<file path="src/rtl/cpu_ctrl_fsm_pkg.sv">
// cpu_pkg: state encodings and instruction-class constants shared by the CPU control path.
package cpu_pkg;
  localparam int STATE_W = 4;
  typedef enum logic [3:0] {
    FETCH     = 4'd0,
    DECODE    = 4'd1,
    EXECUTE   = 4'd2,
    MEM       = 4'd3,
    WRITEBACK = 4'd4,
    HALT      = 4'd5
  } state_t;
  localparam int CLASS_ALU    = 0;
  localparam int CLASS_LOAD   = 1;
  localparam int CLASS_STORE  = 2;
  localparam int CLASS_BRANCH = 3;
  localparam int CLASS_JUMP   = 4;
  localparam int CLASS_HALT   = 5;
endpackage

</file>
<file path="src/rtl/cpu_ctrl_fsm_if.sv">
// cpu_ctrl_fsm_if: decoder/stall inputs and datapath strobes between control FSM and datapath.
interface cpu_ctrl_fsm_if #(
  parameter int CLASS_W = 3,
  parameter int STATE_W = cpu_pkg::STATE_W
);
  logic               stall;
  logic [CLASS_W-1:0] instr_class;
  logic               branch_taken;
  logic               pc_enable;
  logic               pc_load;
  logic               ir_enable;
  logic               r_enable;
  logic               rf_src_mem;
  logic               mem_addr_sel;
  logic               mem_we;
  logic               halted;
  logic [STATE_W-1:0] state_out;
  modport master (
    input  stall, instr_class, branch_taken,
    output pc_enable, pc_load, ir_enable, r_enable, rf_src_mem, mem_addr_sel, mem_we, halted, state_out
  );
  modport slave (
    output stall, instr_class, branch_taken,
    input  pc_enable, pc_load, ir_enable, r_enable, rf_src_mem, mem_addr_sel, mem_we, halted, state_out
  );
endinterface

</file>
<file path="src/rtl/cpu_ctrl_fsm_mem_wait_counter.sv">
// mem_wait_counter: memory wait-state down-counter with load, enabled decrement and zero flag.
module mem_wait_counter #(
  parameter int MAX = 0
) (
  input  logic clk,
  input  logic reset,
  input  logic load,
  input  logic en,
  output logic zero
);
  localparam int W = MAX > 0 ? $clog2(MAX + 1) : 1;
  logic [W-1:0] cnt;
  always_ff @(posedge clk or negedge reset)
    if (!reset) cnt <= W'(MAX);
    else if (load) cnt <= W'(MAX);
    else if (en && !zero) cnt <= cnt - 1'b1;
  assign zero = cnt == '0;
endmodule

</file>
<file path="src/rtl/cpu_ctrl_fsm.sv">
// cpu_ctrl_fsm: multicycle fetch/decode/execute/mem/writeback sequencer issuing datapath strobes.
module cpu_ctrl_fsm
  import cpu_pkg::*;
#(
  parameter int MEM_LATENCY = 0,
  parameter int CLASS_W     = 3,
  parameter int STATE_W     = cpu_pkg::STATE_W
) (
  input logic           clk,
  input logic           reset,
  cpu_ctrl_fsm_if.master bus
);
  localparam logic [CLASS_W-1:0] C_ALU    = CLASS_W'(CLASS_ALU);
  localparam logic [CLASS_W-1:0] C_LOAD   = CLASS_W'(CLASS_LOAD);
  localparam logic [CLASS_W-1:0] C_STORE  = CLASS_W'(CLASS_STORE);
  localparam logic [CLASS_W-1:0] C_BRANCH = CLASS_W'(CLASS_BRANCH);
  localparam logic [CLASS_W-1:0] C_JUMP   = CLASS_W'(CLASS_JUMP);
  localparam logic [CLASS_W-1:0] C_HALT   = CLASS_W'(CLASS_HALT);
  state_t             state, nxt;
  logic [CLASS_W-1:0] cls;
  logic               run, zero, load, ex, st_done;
  assign run = !bus.stall;
  always_comb begin
    nxt = FETCH;
    case (state)
      FETCH:   nxt = zero ? DECODE : FETCH;
      DECODE:  nxt = (bus.instr_class == C_LOAD || bus.instr_class == C_STORE) ? MEM :
                     bus.instr_class == C_HALT ? HALT : EXECUTE;
      MEM:     nxt = !zero ? MEM : cls == C_LOAD ? WRITEBACK : FETCH;
      HALT:    nxt = HALT;
      default: nxt = FETCH;
    endcase
  end
  // Counter reloads only on a real entry into a memory state, never while dwelling in it.
  assign load = run && nxt != state && (nxt == FETCH || nxt == MEM);
  mem_wait_counter #(.MAX(MEM_LATENCY)) u_wait (
    .clk  (clk),
    .reset(reset),
    .load (load),
    .en   (run),
    .zero (zero)
  );
  always_ff @(posedge clk or negedge reset)
    if (!reset) begin
      state <= FETCH;
      cls   <= '0;
    end else if (run) begin
      state <= nxt;
      if (state == DECODE) cls <= bus.instr_class;
    end
  assign ex      = run && state == EXECUTE;
  assign st_done = run && state == MEM && zero && cls == C_STORE;
  // Reset gates ir_enable because with zero latency FETCH already shows a finished counter.
  assign bus.ir_enable    = run && reset && state == FETCH && zero;
  assign bus.pc_load      = ex && (cls == C_BRANCH ? bus.branch_taken : cls == C_JUMP);
  assign bus.pc_enable    = (ex && (cls == C_ALU || cls > C_HALT || (cls == C_BRANCH && !bus.branch_taken))) ||
                            st_done || (run && state == WRITEBACK);
  assign bus.r_enable     = (ex && cls == C_ALU) || (run && state == WRITEBACK);
  assign bus.rf_src_mem   = run && state == WRITEBACK;
  assign bus.mem_we       = st_done;
  assign bus.mem_addr_sel = state == MEM || state == WRITEBACK;
  assign bus.halted       = state == HALT;
  assign bus.state_out    = STATE_W'(state);
endmodule

</file>
<file path="src/flat_wrapper.sv">
// flat-port wrapper written by rule: the top's interface ports become plain ports
module cpu_ctrl_fsm_flat import cpu_pkg::*;
#(
  parameter int MEM_LATENCY = 0,
  parameter int CLASS_W     = 3,
  parameter int STATE_W     = cpu_pkg::STATE_W
)
  (clk, reset, bus_stall, bus_instr_class, bus_branch_taken, bus_pc_enable, bus_pc_load, bus_ir_enable, bus_r_enable, bus_rf_src_mem, bus_mem_addr_sel, bus_mem_we, bus_halted, bus_state_out);
  cpu_ctrl_fsm_if #(.CLASS_W(CLASS_W), .STATE_W(STATE_W)) bus_i ();
  input logic clk;
  input logic reset;
  input wire logic [$bits(bus_i.stall)-1:0] bus_stall;
  input wire logic [$bits(bus_i.instr_class)-1:0] bus_instr_class;
  input wire logic [$bits(bus_i.branch_taken)-1:0] bus_branch_taken;
  output wire logic [$bits(bus_i.pc_enable)-1:0] bus_pc_enable;
  output wire logic [$bits(bus_i.pc_load)-1:0] bus_pc_load;
  output wire logic [$bits(bus_i.ir_enable)-1:0] bus_ir_enable;
  output wire logic [$bits(bus_i.r_enable)-1:0] bus_r_enable;
  output wire logic [$bits(bus_i.rf_src_mem)-1:0] bus_rf_src_mem;
  output wire logic [$bits(bus_i.mem_addr_sel)-1:0] bus_mem_addr_sel;
  output wire logic [$bits(bus_i.mem_we)-1:0] bus_mem_we;
  output wire logic [$bits(bus_i.halted)-1:0] bus_halted;
  output wire logic [$bits(bus_i.state_out)-1:0] bus_state_out;
  assign bus_i.stall = bus_stall;
  assign bus_i.instr_class = bus_instr_class;
  assign bus_i.branch_taken = bus_branch_taken;
  assign bus_pc_enable = bus_i.pc_enable;
  assign bus_pc_load = bus_i.pc_load;
  assign bus_ir_enable = bus_i.ir_enable;
  assign bus_r_enable = bus_i.r_enable;
  assign bus_rf_src_mem = bus_i.rf_src_mem;
  assign bus_mem_addr_sel = bus_i.mem_addr_sel;
  assign bus_mem_we = bus_i.mem_we;
  assign bus_halted = bus_i.halted;
  assign bus_state_out = bus_i.state_out;
  cpu_ctrl_fsm #(.MEM_LATENCY(MEM_LATENCY), .CLASS_W(CLASS_W), .STATE_W(STATE_W)) u_core (.clk(clk), .reset(reset), .bus(bus_i));
endmodule
</file>
<file path="config.mk">
export PLATFORM = sky130hd
export DESIGN_NAME = cpu_ctrl_fsm_flat
export DESIGN_NICKNAME = d
export VERILOG_FILES = /design/src/rtl/cpu_ctrl_fsm_pkg.sv /design/src/rtl/cpu_ctrl_fsm_if.sv /design/src/rtl/cpu_ctrl_fsm_mem_wait_counter.sv /design/src/rtl/cpu_ctrl_fsm.sv /design/src/flat_wrapper.sv
export SDC_FILE = /design/constraint.sdc
export NUM_CORES = 1
export LEC_CHECK = 0
export ABC_AREA = 1
export BUFFER_PORTS_ARGS = -buffer_cell sky130_fd_sc_hd__buf_2
export CELL_PAD_IN_SITES_DETAIL_PLACEMENT = 1
export CELL_PAD_IN_SITES_GLOBAL_PLACEMENT = 2
export CORE_ASPECT_RATIO = 0.75
export CORE_MARGIN = 1
export CORE_UTILIZATION = 26
export CTS_BUF_LIST = sky130_fd_sc_hd__clkbuf_4
export DETAILED_ROUTE_END_ITERATION = 16
export GPL_TIMING_DRIVEN = 0
export PLACE_DENSITY = 0.85
export SLEW_MARGIN = 20
export SYNTH_ARGS = -nofsm -noshare
export SYNTH_HDL_FRONTEND = slang
export SYNTH_SLANG_ARGS = --single-unit
</file>
<file path="constraint.sdc">
create_clock -name clk -period 2.8 [get_ports clk]
set_input_delay 0.14 -clock clk [delete_from_list [all_inputs] [get_ports clk]]
set_output_delay 0.14 -clock clk [all_outputs]
set_load 0.005 [all_outputs]
</file>
After elaboration in Yosys (flattened, before gate mapping). Cells that the tools add are included.

Reduce and logical (&&, ||, !) cells: 30. Shift-type cells: 0. Bitwise logic cells: 2. $mul: 0. $add $sub $neg: 1. Eq/ne operators: 14. Mux-type cells: 9. $lt $le $gt $ge: 1. Divide/modulo/power cells: 0.

Operators by type and width (count): $pmux 4 s4 (1); $logic_and 1x1->1 (15); $eq 4x2->1 const B (3); $eq 3x2->1 const B (3); $eq 4x3->1 const B (2); $logic_not 4->1 (2); $logic_or 1x1->1 (8); $mux 4 (2); $eq 3x1->1 const B (2); $eq 3x3->1 const B (2); $mux 3 (2); $eq 4x1->1 const B (1); $mux 1 (4); $ne 4x4->1 (1); $gt 3x3->1 const B (1); $logic_not 3->1 (1); $logic_not 1->1 (2); $not 1->1 (2); $reduce_and 2->1 (1); $reduce_bool 2->1 (1); $sub 1x1->1 const B (1).

Latch bits: 0. Memories: 0. Bits of input ports: 7. Memory bits (read-only): 0. Bits in writable memories: 0. Bits in registers: 8.

Depth between registers and ports, before layout. Gate-level depths: netlist (run 1).

Word-level depth: 8. Mapped depth: 7. Depth with buffers taken out: 7.

Modules after synthesis. Synthesis (run 1) repeated with hierarchy kept, for this count alone.

Cell total of the unflattened synthesis: 89. Area, all modules: 533.0 um2.

By module, submodules not included: cpu_ctrl_fsm (area each 490.5 um2, cells each 84, instances 1, sequential area each 150.1 um2); mem_wait_counter (area each 42.5 um2, cells each 5, instances 1, sequential area each 25.0 um2).

Worst setup path after synthesis (run 1). OpenSTA, ideal clock, no wires.

Kind: register to output. From: register u_core.state[0], in the netlist u_core.bus.state_out[0]. To: output port bus_pc_enable. Arrival: 0.900 ns. Slack: 1.760 ns. Cell stages (with the launch flop): 6. Cell sequence: dfrtp_1 inv_1 nand3_1 nor2_1 nor2_1 nand3_1.

Elaborated cells between the ends (all ways): 11. Those cells by class: eq/ne: 3; reduce/logical: 8.

RTL lines: start: declaration (RTL line cpu_ctrl_fsm.sv:19) `state_t state, nxt;`; start signal: assignment (RTL line cpu_ctrl_fsm.sv:48) `state <= nxt;`; $eq 4x3->1; $logic_and 1x1->1; named net bus_rf_src_mem (RTL line flat_wrapper.sv:19) `output wire logic [$bits(bus_i.rf_src_mem)-1:0] bus_rf_src_mem;`; $logic_or 1x1->1 (RTL line cpu_ctrl_fsm.sv:57) `st_done || (run && state == WRITEBACK);`; end: declaration (RTL line flat_wrapper.sv:15) `output wire logic [$bits(bus_i.pc_enable)-1:0] bus_pc_enable;`.

The timed path passes the listed nets, and every way through them passes these cells.

Worst setup path in the final report (run 1).
From: register u_core.state[0], in the netlist u_core.bus.state_out[0]. To: output port bus_pc_enable.

Cells in the longest elaborated chain, start to end: 6. Elaborated cells between the ends (all ways): 11. Those cells by class: eq/ne: 3; reduce/logical: 8.

Ends and longest elaborated chain: $eq 4x2->1 (RTL line cpu_ctrl_fsm.sv:52) `assign st_done = run && state == MEM && zero && cls == C_STORE;`; $logic_and 1x1->1 (3 in a row) (RTL line cpu_ctrl_fsm.sv:52); $logic_or 1x1->1 (RTL line cpu_ctrl_fsm.sv:56) `assign bus.pc_enable = (ex && (cls == C_ALU || cls > C_HALT || (cls == C_BRANCH && !bus.branch_taken))) ||`; $logic_or 1x1->1 * (RTL line cpu_ctrl_fsm.sv:57).

Mark *: on every way between the ends. The rest lies on a longest branch, timed or not.

==> flow_metrics.env, run 1 <==
export IMPL_wl_per_cell_um=10.2
export IMPL_drc=0
export IMPL_die_h_um=40.3
export IMPL_layout_nets=113
export IMPL_grt_start_max_net_pins=9
export IMPL_drive_gt1_frac=0.238
export IMPL_start_util=0.284
export IMPL_async_reset_ff_frac=1.00
export IMPL_arrival_ns=1.33
export IMPL_required_ns=2.66
export IMPL_antenna_found_initial=0
export IMPL_track_usage=0.135
export IMPL_power_ir_vdd_worst_mv=0.267
export IMPL_fp_dieW_um=53.0
export IMPL_finalClockSkew_ns=0.00295
export IMPL_grt_pass1_wl_um=1980
export IMPL_drv_slew=0
export IMPL_fmax_ghz=0.679
export IMPL_postCtsSetupBuffers=0
export IMPL_synth_seq_cells=7
export IMPL_htreeDepth=1
export IMPL_syn_nets=91
export IMPL_totalWireLength_um=1300
export IMPL_whs_ns=0.125
export IMPL_status="completed"
export IMPL_core_area_um2=1790
export IMPL_fin_crit_ns=1.47
export IMPL_yosysTopAreaCellShare=0.345
export IMPL_cts_buffers=3
export IMPL_cts_tree="done"
export IMPL_p_leak_nw=0.410
export IMPL_p_per_area_nw_per_um2=835
export IMPL_synthTopCellsByArea="dfrtp_1 (34%), nand2_1 (17%), nor2_1 (11%)"
export IMPL_port_buffers=16
export IMPL_hpwlAfterDp_um=1060
export IMPL_fin_cells=127
export IMPL_clk_latency_ns=0.25
export IMPL_dieArea_um2=2140
export IMPL_syn_area_um2=508
export IMPL_crit_top_cell="nor2_1"
export IMPL_synth_most_common_cell="nand2_1"
export IMPL_synth_warnings=0
export IMPL_grt_overflow=0
export IMPL_num_io_pins=19
export IMPL_ys_flop_type="dfrtp_1"
export IMPL_endpoint_kind="primary output"
export IMPL_min_from="bus_stall"
export IMPL_antenna_left=0
export IMPL_crit_slowest_cell="dfrtp_1"
export IMPL_viasPerCell=4.45
export IMPL_synth_edf_count=0
export IMPL_max_cap_violations=0
export IMPL_grt_pass1_vias=459
export IMPL_min_period_over_period=0.526
export IMPL_crit_fanout=8
export IMPL_slowest_delay_ns=0.47
export IMPL_synthCells=84
export IMPL_synth_commonest_cells="nand2_1 (23), nor2_1 (15), inv_1 (14)"
export IMPL_synth_cell_types=17
export IMPL_crit_start="u_core.bus.state_out[0]"
export IMPL_p_total_w=0.000547
export IMPL_r2r_start="u_core.bus.state_out[2]"
export IMPL_clk_path_buf_depth=2
export IMPL_hold_viol_final=0
export IMPL_synth_top_cell_by_area="dfrtp_1"
export IMPL_rows=13
export IMPL_drtIter0Drc=10
export IMPL_clockRootBuffer="clkbuf_4"
export IMPL_startpoint_type="register"
export IMPL_critPathBufInv=2
export IMPL_tns_ns=0
export IMPL_antenna_cells=0
export IMPL_setup_violations=0
export IMPL_clock_sinks=7
export IMPL_dp_cells=122
export IMPL_cts_resized=0
export IMPL_yosysSeqAreaShare=0.345
export IMPL_path_delay_family="flip-flops"
export IMPL_rsz0062_at_grt="false"
export IMPL_avgSynthCellArea_um2=6.05
export IMPL_drt_pass1_iterations=4
export IMPL_num_vias=565
export IMPL_cts_clk_slew_worst_paths_ns=0.06
export IMPL_place_gp_congestion=0.737
export IMPL_critical_path_class="register to primary output"
export IMPL_area_growth_pct=29.1
export IMPL_path_cells="inv_1 > nand4_1 > nor2_1 > nor2_1 > nand3_1 > buf_2"
export IMPL_hold_class="input port to register"
==> power breakdown <==
part           internal [W]  switching (W)  leakage (nW)
logic             0.0000980       0.000152         0.301
clock network     0.0000642      0.0000397        0.0184
registers          0.000139      0.0000538        0.0903
total              0.000301       0.000246         0.410
==> routing by layer <==
metal / up-vias / routed length, um / global-route usage
met5: - / 0 / 0
met4: 0 / 0 / 0.0395
met3: 0 / 70 / 0.0455
met2: 18 / 533 / 0.206
met1: 247 / 692 / 0.182
li1: 300 / - / -
==> metrics by stage <==
stage | area (um^2) | utilization | setup slack [ns]
2_1_floorplan | 508 | - | 1.76
3_3_place_gp | 616 | 0.344 | 1.60
3_5_place_dp | 616 | 0.344 | 1.59
4_1_cts | 656 | 0.366 | 1.31
5_1_grt | 656 | 0.366 | 1.18
6_report | 656 | 0.366 | 1.33
==> layout make-up <==
cell class | instances | area [um^2]
Fill cell | 257 | 1130
Multi-Input combinational cell | 59 | 251
Sequential cell | 7 | 175
Timing Repair Buffer | 17 | 90.1
Inverter | 16 | 62.6
Clock buffer | 4 | 30.0
Tap cell | 22 | 27.5
Buffer | 2 | 18.8
==> flip-flops by register name, indices dropped and copies added (netlist names) <==
register	count
u_core.cls	3
u_core.bus.state_out	3
u_core.u_wait.cnt	1
==> layout by cell type, fill, tap and decap left out <==
| master | n |
|---|---|
| a21oi_1 | 1 |
| nor3_1 | 1 |
| inv_1 | 14 |
| nand4_1 | 1 |
| dlygate4sd3_1 | 1 |
| clkbuf_4 | 4 |
| buf_4 | 1 |
| buf_6 | 1 |
| dfrtp_1 | 7 |
| a211oi_1 | 1 |
| buf_2 | 16 |
| o21ai_1 | 4 |
| nand3_1 | 10 |
| inv_4 | 1 |
| nand2_1 | 23 |
| inv_2 | 1 |
| o21ai_0 | 1 |
| nand2_2 | 1 |
| nor2_1 | 15 |
| conb_1 | 1 |
==> timing repair <==
action	4_1_cts	5_1_grt
endpoints found under the hold margin	7	0
hold buffers	1	0
endpoints found under the setup margin	0	0
==> final timing paths <==
check,cells after the start,slack (ns),endpoint
max in group asynchronous,2,2.38,u_core.cls[0]
worst min register to register,2,0.54,u_core.cls[2]
min in group asynchronous,2,0.25,u_core.bus.state_out[0]
worst max register to register,6,1.66,u_core.cls[1]
worst min-delay path,2,0.13,u_core.bus.state_out[1]
worst max-delay path,6,1.33,bus_pc_enable
==> cells by family after synthesis <==
| kind of cell | Yosys count | synth area share |
|---|---|---|
| buffers and inverters | 18 | 0.160 |
| AO/OA/AOI/OAI | 7 | 0.0739 |
| AND/OR/NAND/NOR | 51 | 0.414 |
| flip-flops | 7 | 0.345 |
| other | 1 | 0.00738 |
Power figures use the tool's default switching activity.
==> run 2: changes to the inputs <==
- ABC_AREA: 1 -> 0
- CORE_UTILIZATION: 26 -> 28
- PLACE_DENSITY: 0.85 -> 0.79
- clock period: 2.8 -> 1.5 ns (I/O delays scaled with it)
==> run 2 against run 1 <==
  * The flow now finishes with violations (negative setup slack)
  * Via count increased by 4.6%
  * Combinational power rose to 3.6 times the previous value
  * Final cell count shrank 10%
  * Power grew to 2.7 times the previous value
  * Critical path type unchanged
  * Largest cell class unchanged
  * Largest power group unchanged
==> flow_metrics.env, run 2 <==
export IMPL_synthTopCellsByArea="dfrtp_1 (34%), mux2_2 (6.5%), buf_4 (4.4%)"
export IMPL_port_buffers=17
export IMPL_syn_nets=63
export IMPL_drc=0
export IMPL_rows=13
export IMPL_arrival_ns=1.73
export IMPL_htreeDepth=1
export IMPL_drtIter0Drc=5
export IMPL_p_per_area_nw_per_um2=1710
export IMPL_drt_pass1_iterations=4
export IMPL_p_leak_nw=0.424
export IMPL_clock_sinks=7
export IMPL_place_gp_congestion=0.678
export IMPL_track_usage=0.187
export IMPL_endpoint_kind="primary output"
export IMPL_cts_tree="done"
export IMPL_setup_violations=9
export IMPL_drive_gt1_frac=0.630
export IMPL_dieArea_um2=2020
export IMPL_synth_commonest_cells="dfrtp_1 (7), inv_1 (4)"
export IMPL_hold_class="input port to register"
export IMPL_synth_seq_cells=7
export IMPL_ys_flop_type="dfrtp_1"
export IMPL_synth_warnings=0
export IMPL_core_area_um2=1740
export IMPL_fin_ws_ns=-0.304
export IMPL_reg2reg_depth=5
export IMPL_synth_most_common_cell="dfrtp_1"
export IMPL_drv_slew=0
export IMPL_status="finished with violations"
export IMPL_async_reset_ff_frac=1.00
export IMPL_whs_ns=0.0939
export IMPL_avgSynthCellArea_um2=9.23
export IMPL_min_to="u_core.cls[2]"
export IMPL_syn_area_um2=517
export IMPL_synthCells=56
export IMPL_yosysSeqAreaShare=0.339
export IMPL_synth_edf_count=0
export IMPL_antenna_left=0
export IMPL_fp_dieW_um=51.6
export IMPL_rsz0062_at_grt="true"
export IMPL_finalClockSkew_ns=0.00523
export IMPL_viasPerCell=5.18
export IMPL_nFillCells=211
export IMPL_area_growth_pct=69.2
export IMPL_clockRootBuffer="clkbuf_4"
export IMPL_layout_nets=100
export IMPL_antenna_cells=0
export IMPL_r2r_start="u_core.u_wait.cnt"
export IMPL_p_total_w=0.00149
export IMPL_layout_common_cells="buf_2 (15), buf_6 (10), buf_4 (10)"
export IMPL_grt_pass1_wl_um=2590
export IMPL_fmax_ghz=0.554
export IMPL_min_path_cells=2
export IMPL_antenna_found_initial=0
export IMPL_crit_fanout=2
export IMPL_wl_per_cell_um=16.0
export IMPL_violations="negative setup slack"
export IMPL_cts_clk_slew_worst_paths_ns=0.06
export IMPL_max_cap_violations=0
export IMPL_grt_overflow=0
export IMPL_startpoint_type="register"
export IMPL_yosysTopAreaCellShare=0.339
export IMPL_grt_start_max_net_pins=11
export IMPL_clk_path_buf_depth=2
export IMPL_start_util=0.297
export IMPL_power_ir_vdd_worst_mv=0.728
export IMPL_critical_path_class="register to primary output"
export IMPL_min_period_over_period=1.20
export IMPL_fin_crit_ns=1.80
export IMPL_r2r_slack_ns=-0.22
export IMPL_regToRegEndpoint="u_core.bus.state_out[2]"
export IMPL_totalWireLength_um=1830
export IMPL_synth_top_cell_by_area="dfrtp_1"
export IMPL_hold_viol_final=0
export IMPL_layout_commonest_cell="buf_2"
export IMPL_num_vias=591
export IMPL_grt_pass1_vias=524
export IMPL_clk_latency_ns=0.26
export IMPL_synth_cell_types=34
export IMPL_required_ns=1.42
export IMPL_cts_buffers=3
export IMPL_die_h_um=39.2
export IMPL_min_from="bus_instr_class[2]"
export IMPL_num_io_pins=19
## run 2: cell count changes in the layout (fill, tap and decap cells not counted), moves of 9 or more
cell     delta
nand3_1    -10
buf_4       +9
nor2_1     -12
buf_6       +9
nand2_1    -21
inv_1      -13
## run 2: report_power, final
part           internal (W)  total (W)  switching [W]
logic              0.000529   0.000902       0.000372
clock network      0.000120   0.000203      0.0000826
registers          0.000264   0.000387       0.000123
total              0.000914    0.00149       0.000578
## run 2: cell families after synthesis
kind of cell / count (synthesis) / share of synthesized area
buffers and inverters: 8 / 0.0944
AOI/OAI and AO/OA: 13 / 0.170
and+or+nand+nor: 24 / 0.324
muxes: 3 / 0.0654
other: 1 / 0.00726
DFF: 7 / 0.339
## run 2: critical path, cell delays in order (launching register included)
cell and delay (ns):
dfrtp_1 0.39, or3_4 0.39, or4_4 0.44, o211ai_1 0.11, buf_2 0.14
## run 2: what timing repair did
item	4_1_cts	5_1_grt
endpoints found under the hold margin	7	0
hold buffers	1	0
setup buffers	11	4
gates resized for setup	15	11
setup endpoints to repair	10	12
pin swaps	7	2
## run 2: worst max path at each step
stage / from / to / slack [ns] / depth (start not counted)
detailed placement: u_core.bus.state_out[2] / bus_pc_enable / -0.16 / 4
CTS: u_core.bus.state_out[1] / bus_r_enable / -0.32 / 5
global route: u_core.u_wait.cnt / bus_pc_enable / -0.36 / 4
floorplan: u_core.bus.state_out[2] / bus_pc_enable / 0.001 / 3
finish: u_core.u_wait.cnt / bus_pc_enable / -0.30 / 4
global placement: u_core.bus.state_out[2] / bus_pc_enable / -0.17 / 4
## run 2: stage by stage
| step | utilization | setup slack (ns) | TNS, ns | instance area, um^2 | std cells |
|---|---|---|---|---|---|
| 2_1_floorplan | - | 0.00126 | 0 | 518 | 56 |
| 3_3_place_gp | 0.362 | -0.169 | -0.412 | 631 | 95 |
| 3_5_place_dp | 0.362 | -0.164 | -0.513 | 631 | 95 |
| 4_1_cts | 0.461 | -0.316 | -1.38 | 802 | 111 |
| 5_1_grt | 0.503 | -0.358 | -2.25 | 875 | 114 |
| 6_report | 0.503 | -0.304 | -1.66 | 875 | 114 |
## run 2: per-layer routing
metal  global-route usage  routed length [um]  vias to the layer above
met5                    0                   0                        -
met4               0.0743                  14                        0
met3               0.0353                  41                        2
met2                0.295                 918                       11
met1                0.251                 852                      296
li1                     -                   -                      282
## run 2: area by class of cell
cell class / instances / area, um^2 / share of cell area
buffer: 4 / 37.5 / 0.0429
clock buffer: 4 / 30.0 / 0.0343
inverter: 4 / 15.0 / 0.0172
multi-input combinational: 41 / 353 / 0.403
sequential: 7 / 176 / 0.202
tap: 22 / 27.5 / 0.0315
timing repair buffer: 32 / 235 / 0.269
==> run 3: changes to the inputs <==
- CORE_ASPECT_RATIO: 0.75 -> unset
- CORE_MARGIN: 1 -> 3
- CORE_UTILIZATION: 28 -> 30
- PLACE_DENSITY: 0.79 -> 0.84
- SETUP_SLACK_MARGIN: unset -> 0.02
- clock period: 1.5 -> 2.24 ns (I/O delays scaled with it)
==> run 3 against run 2 <==
  * The run now ends clean
  * Global-route usage down 5.2 points
  * Non-clock buffer count shrank 14
  * First-iteration DRC count grew 60%
  * Clock-buffer cell count is 1 lower
  * Combinational power fell by 63%
  * Critical endpoint unchanged
==> flow_metrics.env, run 3 (synthesis gave the netlist of run 2 again) <==
export IMPL_status="completed"
export IMPL_arrival_ns=1.90
export IMPL_hold_viol_final=0
export IMPL_grt_start_max_net_pins=11
export IMPL_core_area_um2=1560
export IMPL_p_per_area_nw_per_um2=1060
export IMPL_rows=14
export IMPL_die_h_um=47.5
export IMPL_antenna_cells=0
export IMPL_crit_start="u_core.bus.state_out[2]"
export IMPL_fmax_ghz=0.497
export IMPL_antenna_found_initial=0
export IMPL_htreeDepth=1
export IMPL_fin_ws_ns=0.227
export IMPL_antenna_left=0
export IMPL_endpoint_kind="primary output"
export IMPL_place_gp_congestion=0.746
export IMPL_cts_resized=0
export IMPL_num_vias=501
export IMPL_layout_nets=86
export IMPL_layout_common_cells="buf_2 (17), dfrtp_1 (7), inv_1 (4)"
export IMPL_hold_class="input port to register"
export IMPL_start_util=0.331
export IMPL_max_cap_violations=0
export IMPL_pre_cts_ws_ns=0.490
export IMPL_totalWireLength_um=1300
export IMPL_min_period_over_period=0.899
export IMPL_crit_fanout=10
export IMPL_cts_tree="done"
export IMPL_power_ir_vdd_worst_mv=0.418
export IMPL_area_growth_pct=27.6
export IMPL_grt_pass1_vias=442
export IMPL_clk_latency_ns=0.26
export IMPL_drt_pass1_iterations=4
export IMPL_tns_ns=0
export IMPL_wl_per_cell_um=13.8
export IMPL_min_from="bus_instr_class[2]"
export IMPL_required_ns=2.13
export IMPL_min_path_cells=2
export IMPL_rsz0062_at_grt="false"
export IMPL_startpoint_type="register"
export IMPL_clock_sinks=7
export IMPL_drv_slew=0
export IMPL_r2r_start="u_core.bus.state_out[2]"
export IMPL_clk_path_buf_depth=2
export IMPL_grt_overflow=0
export IMPL_p_leak_nw=0.322
export IMPL_cts_buffers=3
export IMPL_layout_commonest_cell="buf_2"
export IMPL_drc=0
export IMPL_critical_path_class="register to primary output"
export IMPL_finalClockSkew_ns=0.00573
export IMPL_drtIter0Drc=8
export IMPL_grt_pass1_wl_um=2100
export IMPL_min_to="u_core.cls[2]"
export IMPL_cts_clk_slew_worst_paths_ns=0.06
export IMPL_r2r_slack_ns=0.66
export IMPL_clockRootBuffer="clkbuf_4"
export IMPL_port_buffers=17
export IMPL_fin_crit_ns=2.01
export IMPL_viasPerCell=5.33
export IMPL_hpwlAfterDp_um=937
export IMPL_path_cells="or3_4 > or4_1 > o211ai_1 > buf_2"
export IMPL_setup_violations=0
export IMPL_num_io_pins=19
export IMPL_drive_gt1_frac=0.410
export IMPL_dieArea_um2=2260
export IMPL_postCtsSetupBuffers=0
export IMPL_hold_buffers=1
export IMPL_regToRegEndpoint="u_core.bus.state_out[2]"
export IMPL_fp_dieW_um=47.5
export IMPL_reg2reg_depth=3
export IMPL_crit_slowest_cell="or4_1"
export IMPL_track_usage=0.135
export IMPL_slowest_delay_ns=0.50
## run 3: worst max path at each step
stage	end	slack (ns)	cells after the start
final	bus_pc_enable	0.23	4
after global routing	bus_pc_enable	0.16	4
after CTS	bus_pc_enable	0.21	4
after detailed placement	bus_pc_enable	0.49	4
after global placement	bus_pc_enable	0.50	4
after floorplan	bus_pc_enable	0.69	3
## run 3: per-layer routing
metal	GRT usage	wire length (um)	vias to the layer above
met3	0.0564	86	2
li1	-	-	254
met2	0.184	573	13
met4	0.0331	15	0
met1	0.193	623	232
met5	0	0	-
## run 3: stage by stage
step | util | cells | hold WS [ns] | cell area [um^2] | power (W)
global placement | 0.399 | 89 | -0.0399 | 622 | 0.000572
finish | 0.423 | 94 | 0.129 | 659 | 0.000698
detailed placement | 0.399 | 89 | -0.0372 | 622 | 0.000581
floorplan | - | 56 | -0.184 | 517 | 0.000469
global route | 0.423 | 94 | 0.134 | 659 | 0.000762
CTS | 0.423 | 94 | 0.130 | 659 | 0.000703
## run 3: critical path: cells and delay by family, from the launching register on
kind,cells,cell delay [ns]
AOI/OAI and AO/OA,1,0.09
buffers and inverters,1,0.13
and+or+nand+nor,2,0.94
DFF,1,0.48
## run 3: power breakdown
part / internal [W] / switching (W) / leakage, nW
Clock: 0.0000655 / 0.0000526 / 0.0177
Combinational: 0.000179 / 0.000151 / 0.217
Sequential: 0.000176 / 0.0000730 / 0.0880
## run 3: area by class of cell
class	instances	area (um^2)
fillers	188	900
multi-input cells	41	293
flip-flops and latches	7	175
repair buffers	18	95.1
plain buffers	4	33.8
clock buffers	3	22.5
well taps	16	20.0
inverters	4	15.0
clock inverters	1	5.00
